### config.mk
export PLATFORM = sky130hd
export DESIGN_NAME = matrix_io_sequencer_flat
export DESIGN_NICKNAME = d
export VERILOG_FILES = /design/src/rtl/matrix_io_sequencer_pkg.sv /design/src/rtl/matrix_io_sequencer_if.sv /design/src/rtl/matrix_word_slicer.sv /design/src/rtl/matrix_io_sequencer.sv /design/src/flat_wrapper.sv
export SDC_FILE = /design/constraint.sdc
export NUM_CORES = 1
export LEC_CHECK = 0
export ABC_AREA = 1
export CELL_PAD_IN_SITES_DETAIL_PLACEMENT = 2
export CELL_PAD_IN_SITES_GLOBAL_PLACEMENT = 2
export CORE_ASPECT_RATIO = 1.75
export CORE_MARGIN = 8
export CORE_UTILIZATION = 31
export CTS_CLUSTER_DIAMETER = 150
export DETAILED_ROUTE_END_ITERATION = 16
export GPL_ROUTABILITY_DRIVEN = 1
export PLACE_DENSITY_LB_ADDON = 0.1
export REMOVE_ABC_BUFFERS = 1
export SLEW_MARGIN = 20
export SYNTH_ARGS = -nofsm -noshare
export SYNTH_HDL_FRONTEND = slang
export SYNTH_SLANG_ARGS = --single-unit
export TNS_END_PERCENT = 20
### constraint.sdc
create_clock -name clk -period 32.6 [get_ports clk]
set_clock_uncertainty 0.2 [all_clocks]
set_input_delay 8.15 -clock clk [delete_from_list [all_inputs] [get_ports clk]]
set_output_delay 8.15 -clock clk [all_outputs]
set_load 0.03 [all_outputs]
### src/rtl/matrix_io_sequencer_pkg.sv
// Shared types and constants for the host-side matrix command sequencer
// and the control-unit instruction word it drives.
package matrix_io_sequencer_pkg;

  typedef enum logic [1:0] {
    KIND_STORE_A = 2'b00,
    KIND_STORE_B = 2'b01,
    KIND_EXEC    = 2'b10,
    KIND_LOAD    = 2'b11
  } cmd_kind_t;

  typedef enum logic [1:0] {
    ST_IDLE,
    ST_ISSUE,
    ST_WAIT,
    ST_DONE
  } state_t;

  // Control-unit opcodes: 0000..0110 are arithmetic, the rest move data.
  localparam logic [3:0] OP_ARITH_LAST = 4'b0110;
  localparam logic [3:0] OP_STORE_A    = 4'b0111;
  localparam logic [3:0] OP_STORE_B    = 4'b1000;
  localparam logic [3:0] OP_LOAD       = 4'b1001;

  localparam int INSTR_START     = 0;
  localparam int INSTR_POS_LSB   = 1;
  localparam int INSTR_MSIZE_LSB = 5;
  localparam int INSTR_OP_LSB    = 7;
  localparam int INSTR_DATA_LSB  = 11;

  localparam int STORE_WORDS = 13;
  localparam int LOAD_WORDS  = 7;
  localparam int EXEC_WORDS  = 1;

  function automatic logic [3:0] last_word(input cmd_kind_t kind);
    logic [3:0] w;
    w = 4'(EXEC_WORDS - 1);
    case (kind)
      KIND_STORE_A, KIND_STORE_B: w = 4'(STORE_WORDS - 1);
      KIND_LOAD:                  w = 4'(LOAD_WORDS - 1);
      default:                    w = 4'(EXEC_WORDS - 1);
    endcase
    return w;
  endfunction

  function automatic logic [31:0] pack_instr(input logic [3:0] pos, input logic [1:0] msize,
                                             input logic [3:0] op, input logic [15:0] data,
                                             input logic start);
    logic [31:0] w;
    w = '0;
    w[INSTR_START]          = start;
    w[INSTR_POS_LSB +: 4]   = pos;
    w[INSTR_MSIZE_LSB +: 2] = msize;
    w[INSTR_OP_LSB +: 4]    = op;
    w[INSTR_DATA_LSB +: 16] = data;
    return w;
  endfunction

endpackage

### src/rtl/matrix_io_sequencer_if.sv
// Host command channel plus control-unit instruction/result signals.
interface matrix_io_sequencer_if;
  logic         cmd_valid;
  logic         cmd_ready;
  logic [1:0]   cmd_kind;
  logic [3:0]   cmd_opcode;
  logic [1:0]   cmd_msize;
  logic [199:0] cmd_matrix;
  logic [31:0]  instruction;
  logic [31:0]  cu_data;
  logic         cu_overflow;
  logic [199:0] result_matrix;
  logic         overflow_flag;
  logic         done;
  logic         cmd_error;

  modport master (
    output cmd_valid, cmd_kind, cmd_opcode, cmd_msize, cmd_matrix, cu_data, cu_overflow,
    input  cmd_ready, instruction, result_matrix, overflow_flag, done, cmd_error
  );

  modport slave (
    input  cmd_valid, cmd_kind, cmd_opcode, cmd_msize, cmd_matrix, cu_data, cu_overflow,
    output cmd_ready, instruction, result_matrix, overflow_flag, done, cmd_error
  );
endinterface

### src/rtl/matrix_word_slicer.sv
// Maps (kind, word index, matrix) to the instruction data field and to the
// result-matrix slice that a load word writes.
module matrix_word_slicer
  import matrix_io_sequencer_pkg::*;
(
  input  cmd_kind_t    kind,
  input  logic [3:0]   idx,
  input  logic [199:0] matrix,
  output logic [15:0]  data,
  output logic         res_we,
  output logic         res_byte,
  output logic [7:0]   res_off
);

  logic [7:0] store_lsb;

  assign store_lsb = 8'd184 - {idx, 4'b0000};

  always_comb begin
    data     = '0;
    res_we   = 1'b0;
    res_byte = 1'b0;
    res_off  = '0;
    case (kind)
      KIND_STORE_A, KIND_STORE_B: begin
        // The 25th element rides alone in the upper byte of the last word.
        if (idx < 4'd12) data = matrix[store_lsb +: 16];
        else             data = {matrix[7:0], 8'h00};
      end
      KIND_LOAD: begin
        res_we = 1'b1;
        if (idx < 4'd6) res_off = 8'd168 - {idx[2:0], 5'b00000};
        else            res_byte = 1'b1;
      end
      default: ;
    endcase
  end

endmodule

### src/rtl/matrix_io_sequencer.sv
// Expands whole-matrix host commands into the control unit's per-word
// instruction stream, pacing each word by CU_LATENCY cycles.
//
// state | meaning
// IDLE  | cmd_ready high, waiting for a host command
// ISSUE | instruction driven with start bit set (one cycle)
// WAIT  | start low, counting out the control-unit latency
// DONE  | command finished; done pulses on the following cycle
module matrix_io_sequencer
  import matrix_io_sequencer_pkg::*;
#(
  parameter int CU_LATENCY = 5
) (
  input logic              clk,
  input logic              rst,
  matrix_io_sequencer_if.slave bus
);

  localparam logic [3:0] CNT_LAST = 4'(CU_LATENCY - 1);

  state_t       state, state_nxt;
  cmd_kind_t    kind_q;
  logic [3:0]   op_q;
  logic [1:0]   msize_q;
  logic [199:0] matrix_q;
  logic         err_q;
  logic [3:0]   idx, cnt;
  logic [31:0]  instr_last;
  logic [199:0] result_q;
  logic         ovf_q, done_q, err_pulse_q;

  logic         accept, illegal, last_wait;
  logic [3:0]   op_cur;
  logic [31:0]  instr_cur;
  logic [15:0]  data;
  logic         res_we, res_byte;
  logic [7:0]   res_off;

  matrix_word_slicer u_slicer (
    .kind     (kind_q),
    .idx      (idx),
    .matrix   (matrix_q),
    .data     (data),
    .res_we   (res_we),
    .res_byte (res_byte),
    .res_off  (res_off)
  );

  assign illegal   = (cmd_kind_t'(bus.cmd_kind) == KIND_EXEC) && (bus.cmd_opcode > OP_ARITH_LAST);
  assign last_wait = (state == ST_WAIT) && (cnt == CNT_LAST);

  always_comb begin
    case (kind_q)
      KIND_STORE_A: op_cur = OP_STORE_A;
      KIND_STORE_B: op_cur = OP_STORE_B;
      KIND_LOAD:    op_cur = OP_LOAD;
      default:      op_cur = op_q;
    endcase
  end

  assign instr_cur = pack_instr(idx, msize_q, op_cur, data, state == ST_ISSUE);

  always_comb begin
    state_nxt = state;
    accept    = 1'b0;
    case (state)
      ST_IDLE: begin
        if (bus.cmd_valid) begin
          accept    = 1'b1;
          state_nxt = illegal ? ST_DONE : ST_ISSUE;
        end
      end
      ST_ISSUE: state_nxt = ST_WAIT;
      ST_WAIT: begin
        if (last_wait) state_nxt = (idx == last_word(kind_q)) ? ST_DONE : ST_ISSUE;
      end
      ST_DONE:  state_nxt = ST_IDLE;
      default:  state_nxt = ST_IDLE;
    endcase
  end

  always_ff @(posedge clk or posedge rst) begin
    if (rst) state <= ST_IDLE;
    else     state <= state_nxt;
  end

  always_ff @(posedge clk or posedge rst) begin
    if (rst) begin
      kind_q      <= KIND_STORE_A;
      op_q        <= '0;
      msize_q     <= '0;
      matrix_q    <= '0;
      err_q       <= 1'b0;
      idx         <= '0;
      cnt         <= '0;
      instr_last  <= '0;
      result_q    <= '0;
      ovf_q       <= 1'b0;
      done_q      <= 1'b0;
      err_pulse_q <= 1'b0;
    end else begin
      done_q      <= (state == ST_DONE);
      err_pulse_q <= (state == ST_DONE) && err_q;
      if (accept) begin
        kind_q   <= cmd_kind_t'(bus.cmd_kind);
        op_q     <= bus.cmd_opcode;
        msize_q  <= bus.cmd_msize;
        matrix_q <= bus.cmd_matrix;
        err_q    <= illegal;
        idx      <= '0;
      end
      if (state == ST_ISSUE) cnt <= '0;
      if (state == ST_WAIT) begin
        cnt        <= cnt + 4'd1;
        instr_last <= {instr_cur[31:1], 1'b0};
      end
      if (last_wait) begin
        if (idx != last_word(kind_q)) idx <= idx + 4'd1;
        if (kind_q == KIND_EXEC) ovf_q <= bus.cu_overflow;
        if (res_we) begin
          if (res_byte) result_q[7:0] <= bus.cu_data[31:24];
          else          result_q[res_off +: 32] <= bus.cu_data;
        end
      end
    end
  end

  // Outside a command the control unit sees the last word with start low.
  assign bus.instruction   = (state == ST_ISSUE || state == ST_WAIT) ? instr_cur : instr_last;
  assign bus.cmd_ready     = (state == ST_IDLE);
  assign bus.result_matrix = result_q;
  assign bus.overflow_flag = ovf_q;
  assign bus.done          = done_q;
  assign bus.cmd_error     = err_pulse_q;

endmodule

### src/flat_wrapper.sv
// flat-port wrapper written by rule: the top's interface ports become plain ports
module matrix_io_sequencer_flat import matrix_io_sequencer_pkg::*;
#(
  parameter int CU_LATENCY = 5
)
  (clk, rst, bus_cmd_valid, bus_cmd_kind, bus_cmd_opcode, bus_cmd_msize, bus_cmd_matrix, bus_cu_data, bus_cu_overflow, bus_cmd_ready, bus_instruction, bus_result_matrix, bus_overflow_flag, bus_done, bus_cmd_error);
  matrix_io_sequencer_if bus_i ();
  input logic clk;
  input logic rst;
  input wire logic [$bits(bus_i.cmd_valid)-1:0] bus_cmd_valid;
  input wire logic [$bits(bus_i.cmd_kind)-1:0] bus_cmd_kind;
  input wire logic [$bits(bus_i.cmd_opcode)-1:0] bus_cmd_opcode;
  input wire logic [$bits(bus_i.cmd_msize)-1:0] bus_cmd_msize;
  input wire logic [$bits(bus_i.cmd_matrix)-1:0] bus_cmd_matrix;
  input wire logic [$bits(bus_i.cu_data)-1:0] bus_cu_data;
  input wire logic [$bits(bus_i.cu_overflow)-1:0] bus_cu_overflow;
  output wire logic [$bits(bus_i.cmd_ready)-1:0] bus_cmd_ready;
  output wire logic [$bits(bus_i.instruction)-1:0] bus_instruction;
  output wire logic [$bits(bus_i.result_matrix)-1:0] bus_result_matrix;
  output wire logic [$bits(bus_i.overflow_flag)-1:0] bus_overflow_flag;
  output wire logic [$bits(bus_i.done)-1:0] bus_done;
  output wire logic [$bits(bus_i.cmd_error)-1:0] bus_cmd_error;
  assign bus_i.cmd_valid = bus_cmd_valid;
  assign bus_i.cmd_kind = bus_cmd_kind;
  assign bus_i.cmd_opcode = bus_cmd_opcode;
  assign bus_i.cmd_msize = bus_cmd_msize;
  assign bus_i.cmd_matrix = bus_cmd_matrix;
  assign bus_i.cu_data = bus_cu_data;
  assign bus_i.cu_overflow = bus_cu_overflow;
  assign bus_cmd_ready = bus_i.cmd_ready;
  assign bus_instruction = bus_i.instruction;
  assign bus_result_matrix = bus_i.result_matrix;
  assign bus_overflow_flag = bus_i.overflow_flag;
  assign bus_done = bus_i.done;
  assign bus_cmd_error = bus_i.cmd_error;
  matrix_io_sequencer #(.CU_LATENCY(CU_LATENCY)) u_core (.clk(clk), .rst(rst), .bus(bus_i));
endmodule
# Yosys cells after proc, flatten, opt, wreduce, memory -nomap -nowiden

Cells that the tools add are included.

Add/subtract/negate cells: 5
$lt $le $gt $ge: 3
Equality and inequality tests: 12
Shift operators: 3
Mux-type cells: 26
Bitwise logic cells: 1
Reductions and logical operators: 12

Operators with widths:

| kind                      | count |
|---|---|
| $bwmux 200                | 1 |
| $shift 32x10->200 const A | 1 |
| $shiftx 200x9->16         | 1 |
| $shiftx 32x10->200        | 1 |
| $mux 16                   | 2 |
| $mux 4                    | 7 |
| $mux 27                   | 1 |
| $mux 8                    | 3 |
| $sub 8x8->8 const A       | 2 |
| $pmux 4 s3                | 1 |
| $eq 2x2->1 const B        | 5 |
| $neg 8->10                | 1 |
| $add 4x1->4 const B       | 2 |
| $mux 2                    | 4 |
| $pmux 2 s4                | 1 |
| $pmux 4 s2                | 1 |
| $reduce_and 2->1          | 3 |
| $mux 1                    | 5 |
| $eq 2x1->1 const B        | 2 |
| $eq 4x3->1 const B        | 1 |
| $eq 4x4->1                | 1 |
| $gt 4x3->1 const B        | 1 |
| $logic_not 2->1           | 2 |
| $lt 4x3->1 const B        | 1 |
| 10 further kinds          | 12 |

Flip-flop bits (word level): 448
Output and inout bits: 236
Logic and storage cells: 76

# Longest topological paths before layout

Gate-level depths: netlist (run 1).

Depth after elaboration: 9
Gate-level depth with buffers: 17
Gate-level depth less buffers: 15

# Cells and area by module

Synthesis (run 1) repeated with hierarchy kept, for this count alone.

Cell total of the unflattened synthesis: 4128
Area, all modules: 27614.0 um^2

By module, submodules not included:

| module              | times used | cells an instance | area an instance (um^2) | seq. area each (um^2) |
|---|---|---|---|---|
| matrix_io_sequencer | 1          | 3560              | 25142.9                 | 11210.8 |
| matrix_word_slicer  | 1          | 568               | 2471.1                  | 0.0 |

# Worst setup path after synthesis (run 1)

No wires, ideal clock.

Path type: register to output
Start point: register u_core.idx[3]
End point: output bus_instruction[24]
Data arrival time: 2108 ps
Required time: 24250 ps
Setup slack: 22142 ps
Cell stages (with the launch flop): 12
Buffers on the path: 1
Path through: dfrtp_1 inv_2 ha_1 clkinv_1 nor2_1 clkbuf_1 nand3_1 nand2_1 inv_1 nand2_1 nand3_1 nand2_1

Longest elaborated chain between the ends: 5
Elaborated cells on any way between the ends: 6
Those cells by class: 1 x add/sub; 1 x order compare; 1 x shift; 3 x mux

RTL lines:

| what                   | RTL line                   | RTL |
|---|---|---|
| start, declared        | matrix_io_sequencer.sv:27  | `logic [3:0] idx, cnt;` |
| start signal, assigned | matrix_io_sequencer.sv:118 | `if (idx != last_word(kind_q)) idx <= idx + 4'd1;` |
| $sub 8x8->8            | matrix_word_slicer.sv:17   | `assign store_lsb = 8'd184 - {idx, 4'b0000};` |
| $shiftx 200x9->16      | matrix_word_slicer.sv:27   | `if (idx < 4'd12) data = matrix[store_lsb +: 16];` |
| $mux 16 *              | matrix_word_slicer.sv:27   |  |
| $mux 16 *              | matrix_word_slicer.sv:24   | `case (kind)` |
| $mux 27 *              | matrix_io_sequencer.sv:129 | `assign bus.instruction = (state == ST_ISSUE \|\| state == ST_WAIT) ? instr_cur : instr_last;` |
| end, declared          | flat_wrapper.sv:18         | `output wire logic [$bits(bus_i.instruction)-1:0] bus_instruction;` |

Every way passes the cells marked *; elsewhere a longest branch is shown, timed or not.

# Final worst setup path (run 1)

Start point: register u_core.idx[2]
End point: output bus_instruction[22]

The elaborated chain is that of the path after synthesis.

==> metrics.cfg, run 1 <==
[clocking]
htree_levels=2
ctsHoldBuffers=0
cts-root-buf=clkbuf_16
cts.sinks=448
clockBufferDepth=3
cts_resized=0
cts_tree=built
numCtsBuffers=47
clk_latency_ps=600
post-cts-setup-buffer-count=0
cts.clk_slew.worst_paths_ps=60

[timing]
setup_viol=0
finalHoldViolations=0
fmax_mhz=75.9
grt_setup_unrepaired=no
final_max_slew_viol_count=0
worst_pin_slew_ps=1110
fin_ws_ps=19420
finalCriticalPeriod_ps=13180
setup_tns_ps=0
relSlewSlack_pct=25.7
finalCritPeriodShare_pct=40.4
fin_hold_ws_ps=277

[synth]
postSynthCellCount=2605
synth_top_area_share_pct=54.8
synth-simple-area-share_pct=28.4
yosysSeqAreaShare_pct=54.8
synth_fa_ha_area_share_pct=1.04
synth-seq-cells=448
syn_area_sq_um=20500
yosys.area_share.xor_xnor_pct=0
yosysUniqueCellTypes=32
synth_compound_area_share_pct=8.71
synth_top_cell_by_area=dfrtp_1
synthTopCellsByArea=dfrtp_1 (55%), nand2_1 (20%), nand3_1 (6.0%)
muxShareOfSynthArea_pct=0
synth_top_family_by_area=simple AND/OR/NAND/NOR gates
syn_avg_cell_area_sq_um=7.86
yosys_warnings=0

[finish]
drive_gt1_share_pct=4.14
fin_util_pct=42.1
final_common_cell=nand2_1
area_growth_pct=34.3
layout.nets=3244
layout_common_cells=nand2_1 (1071), clkdlybuf4s50_1 (474), dfrtp_1 (445), nand3_1 (244), inv_1 (185)

[pwr]
peakVddDrop_mv=0.0916
powerDensity_nw_per_um2=77.4
power_uw=2130
p_leak_uw=0.0130

[grt]
grt_pass1_wl_mm=140
antenna_found_initial=4
grtUsageTotal_pct=24.0
grt_pass1_vias=22200
grt_overflow_total=0
grt_max_degree=128

[hold_path]
hold_class=flop to flop

[drt]
viasPerCell=4.98
drc_errors=0
drt-initial-drc-count=790
ant_nets=0
postRouteWirelength_mm=90.3
drtPass1Iterations=4
drt-wirelength-per-cell_um=23.1
num_vias=19400

[floorplanning]
dieHeight_um=356
io-pin-count=480
row_count=124
dieWidth_um=210
coreArea_sq_um=65300
start_util_pct=31.3
dieArea_sq_um=74900

[critical_path]
crit_path_end=bus_instruction[22]
critPathMaxFanout=25
cp.arrival_ps=4830
required_ps=24250
critical_path_class=flop to output port
r2r_start=u_core.idx[2]
end_kind=output port
reg2reg_to=u_core.bus.result_matrix[120]
cp-start-kind=flop
ff2ff_setup_slack_ps=27170
r2r_cells=11
setup.worst_path.start=u_core.idx[2]

[flow_run]
max-cap-violations=0

[placement]
hpwl_mm=62.8
gp_congestion=0.798
port_buffers=474
pre_cts_ws_ps=19930

[outcome]
status=finished clean

per-stage QoR:
step	cell area, sq um	std cells
floorplan	19800	2441
global placement	25800	3814
detailed placement	25800	3816
CTS	27500	3900
global route	27500	3902
finish	27500	3902
cell type report:
cell class / instances / area [sq um]
clock inverters: 16 / 262
diodes: 2 / 5.00
inverters: 196 / 751
well taps: 882 / 1100
multi-input cells: 1797 / 7870
fillers: 7355 / 37800
clock buffers: 68 / 1380
flip-flops and latches: 448 / 11200
repair buffers: 493 / 4910
report_power, final:
part | leakage (uW) | internal (uW) | switching, uW
Sequential | 0.00485 | 700 | 72.6
Combinational | 0.00730 | 233 | 534
Clock | 0.000807 | 347 | 240
critical path, cell delays in order, from the launching register on:
cell and delay, ps:
dfrtp_2 680, ha_1 430, clkinv_1 690, nor2_2 1070
nand3_1 180, nand2_1 100, inv_1 50, nand2_1 70
nand3_1 70, nand2_1 170, clkdlybuf4s50_1 710
routing by layer:
| layer | share of wire (%) | GRT usage, % | up-vias |
|---|---|---|---|
| met5 | 0.014 | 0 | - |
| met4 | 3.7 | 8.28 | 2 |
| met3 | 5.5 | 5.30 | 136 |
| met2 | 48 | 40.5 | 481 |
| met1 | 43 | 29.9 | 9857 |
| li1 | - | - | 8945 |
state kept, by name, indices dropped and copies added (netlist names):
signal	flops
u_core.err_q	1
u_core.msize_q	2
u_core.bus.overflow_flag	1
u_core.cnt	4
u_core.bus.cmd_error	1
u_core.idx	4
u_core.state	2
u_core.bus.result_matrix	200
u_core.instr_last	26
u_core.kind_q	2
u_core.op_q	4
u_core.bus.done	1
u_core.matrix_q	200
cell families after synthesis:
logic type,after synthesis
adder cells (fa/ha/maj),17
other,1
flip-flops,448
AO/OA/AOI/OAI,339
AND/OR/NAND/NOR,1436
buffers and inverters,364
synth_stat cells, drive strengths merged:
library cell,count
o21a,1
nand2,1077
nand4,3
a21oi,14
o22ai,10
a31oi,2
and3,1
nor2,78
o211ai,16
nand3,248
conb,1
ha,17
buf,65
o21ai,284
dfrtp,448
o31ai,12
inv,193
clkinv,3
clkbuf,103
nor3,29
worst min-delay path by stage:
stage | from | end | depth (start not counted)
6_report | u_core.bus.result_matrix[95] | u_core.bus.result_matrix[95] | 2
5_1_grt | u_core.bus.result_matrix[93] | u_core.bus.result_matrix[93] | 2
4_1_cts | u_core.bus.result_matrix[83] | u_core.bus.result_matrix[83] | 2
3_5_place_dp | u_core.bus.result_matrix[31] | u_core.bus.result_matrix[31] | 2
3_3_place_gp | u_core.bus.result_matrix[22] | u_core.bus.result_matrix[22] | 2
2_1_floorplan | u_core.err_q | u_core.bus.cmd_error | 2
No activity file was read; power rests on OpenSTA's default activity.
==> run 2: changes to the inputs <==
--- a/config.mk
+++ b/config.mk
@@ -10,7 +10,7 @@
 export CELL_PAD_IN_SITES_GLOBAL_PLACEMENT = 2
 export CORE_ASPECT_RATIO = 1.75
 export CORE_MARGIN = 8
-export CORE_UTILIZATION = 31
+export CORE_UTILIZATION = 26
 export CTS_CLUSTER_DIAMETER = 150
 export DETAILED_ROUTE_END_ITERATION = 16
 export GPL_ROUTABILITY_DRIVEN = 1
==> constraint.sdc (replaced) <==
create_clock -name clk -period 10.73 [get_ports clk]
set_clock_uncertainty 0.2 [all_clocks]
set_input_delay 2.6825 -clock clk [delete_from_list [all_inputs] [get_ports clk]]
set_output_delay 2.6825 -clock clk [all_outputs]
set_load 0.03 [all_outputs]
==> run 2 against run 1 <==
  * Worst setup slack worse by 16000 ps
  * First-iteration DRC count is 8.4% higher
  * Register-to-register slack worse by 22000 ps
  * Non-clock buffer count increased by 10
  * Largest power group is now combinational logic
==> metrics.cfg, run 2 (synthesis gave the netlist of run 1 again) <==
[critical_path]
critPathMaxFanout=82
cp.arrival_ps=4020
critical_path_class=flop to output port
crit_family=buffers and inverters
end_kind=output port
required_ps=7850
worst_path_max_delay_cell=dfrtp_4
cpMostUsedCell=nand3_1
cp-start-kind=flop
cp_cell_sequence=clkinv_2, buf_4, nand2_1, nand3_1, nand3_1, nand3_1, nand2_1, nand3_1, nand2_1, clkdlybuf4s50_1
crit_buf_inv=3
cp_slowest_stage_delay_ps=1030

[finish]
final_common_cell=nand2_1
drive_gt1_share_pct=4.58
area_growth_pct=35.7
finalNonFillerCells=4070
layout_common_cells=nand2_1 (1072), clkdlybuf4s50_1 (474), dfrtp_1 (445), nand3_1 (244), inv_1 (186)
layout.nets=3255

[grt]
grt_max_degree=144
grt_overflow_total=0
grtUsageTotal_pct=20.1
antenna_found_initial=9
grt_pass1_wl_mm=139
grt_pass1_vias=21700

[clocking]
clk_latency_ps=600
cts.clk_slew.worst_paths_ps=70
numCtsBuffers=48
cts-root-buf=clkbuf_16
cts_tree=built
post-cts-setup-buffer-count=0
clockBufferDepth=3
cts_resized=0
cts.sinks=448
htree_levels=2
ctsHoldBuffers=0

[timing]
finalCritPeriodShare_pct=64.3
fin_hold_ws_ps=275
finalHoldViolations=0
relSlewSlack_pct=25.0
grt_setup_unrepaired=no
fin_ws_ps=3830
finalCriticalPeriod_ps=6900
worst_pin_slew_ps=1120
final_max_slew_viol_count=0
setup_tns_ps=0
fmax_mhz=145
setup_viol=0

[flow_run]
max-cap-violations=0

[placement]
dp_cells=3979
pre_cts_ws_ps=4370
hpwl_mm=65.4
gp_congestion=0.762
port_buffers=474

[pwr]
p_leak_uw=0.0130
powerDensity_nw_per_um2=233
peakVddDrop_mv=0.122

[drt]
num_vias=19200
drt-initial-drc-count=856
ant_nets=0
postRouteWirelength_mm=90.5
viasPerCell=4.72
drtPass1Iterations=5
drc_errors=0
drt-wirelength-per-cell_um=22.2

[floorplanning]
dieHeight_um=387
dieArea_sq_um=88300
coreArea_sq_um=78300
dieWidth_um=228
io-pin-count=480
row_count=136
start_util_pct=26.2

[outcome]
status=finished clean

[hold_path]
hold_class=flop to flop

[run 2: cell types whose count changed in the layout (fill, tap and decap cells not counted), moves of 2 or more]
| cell | previous run | this run |
|---|---|---|
| buf_4 | 17 | 26 |
| bufinv_16 | 7 | 4 |
| clkbuf_16 | 47 | 49 |
| clkbuf_8 | 12 | 14 |
| clkinv_2 | 7 | 11 |
| inv_2 | 6 | 4 |
| inv_6 | 1 | 3 |
| nor2_2 | 1 | 3 |
| nor2_4 | 4 | 2 |
[run 2: power breakdown]
group,leakage [uW],internal (uW),switching (uW),total [uW]
combinational,0.00735,718,1650,2370
sequential,0.00485,2130,206,2330
clock,0.000829,1030,748,1780
total,0.0130,3880,2610,6480
[run 2: final timing paths]
kind	end	startpoint	cells past startpoint	slack, ps
setup reg to reg	u_core.bus.result_matrix[21]	u_core.idx[2]	13	5500
hold / removal	u_core.bus.cmd_error	u_core.err_q	2	280
setup / recovery	bus_instruction[26]	u_core.idx[0]	10	3830
min in group asynchronous	u_core.bus.result_matrix[143]	rst	2	2450
max in group asynchronous	u_core.idx[0]	rst	3	6290
hold reg to reg	u_core.bus.cmd_error	u_core.err_q	2	280
[run 2: routing by layer]
metal	global-route usage [%]	share of wire (%)	vias to the layer above	routed length (um)
met1	24.7	43	9609	38600
met5	0	0.085	-	77
met3	4.10	5.0	108	4510
met2	35.8	50	494	45300
met4	4.67	2.1	14	1940
li1	-	-	8998	-
[run 2: area by class of cell]
type	instances	area (sq um)
antenna	2	5.00
sequential	448	11200
clock inverter	18	208
multi-input combinational	1797	7860
timing repair buffer	503	4990
fill	9013	50500
inverter	196	752
clock buffer	71	1450
tap	1035	1290
[run 2: metrics by stage]
step | instance area, sq um | power (uW) | utilization, %
floorplan | 19800 | 3740 | -
global placement | 26100 | 4700 | 33.4
detailed placement | 26100 | 4790 | 33.4
CTS | 27800 | 6630 | 35.5
global route | 27800 | 6930 | 35.5
finish | 27800 | 6480 | 35.5
[run 2: worst register-to-register path: stages (launching register included)]
cell     delay, ps
dfrtp_2        670
ha_1           360
nand2_2        120
nand3_4        240
inv_1          280
nand2_1        200
ha_1           340
buf_4          250
nor2_1         160
nand2_1         80
nand2_1        830
nand2_1        990
nand2_1        280
nand2_1        100
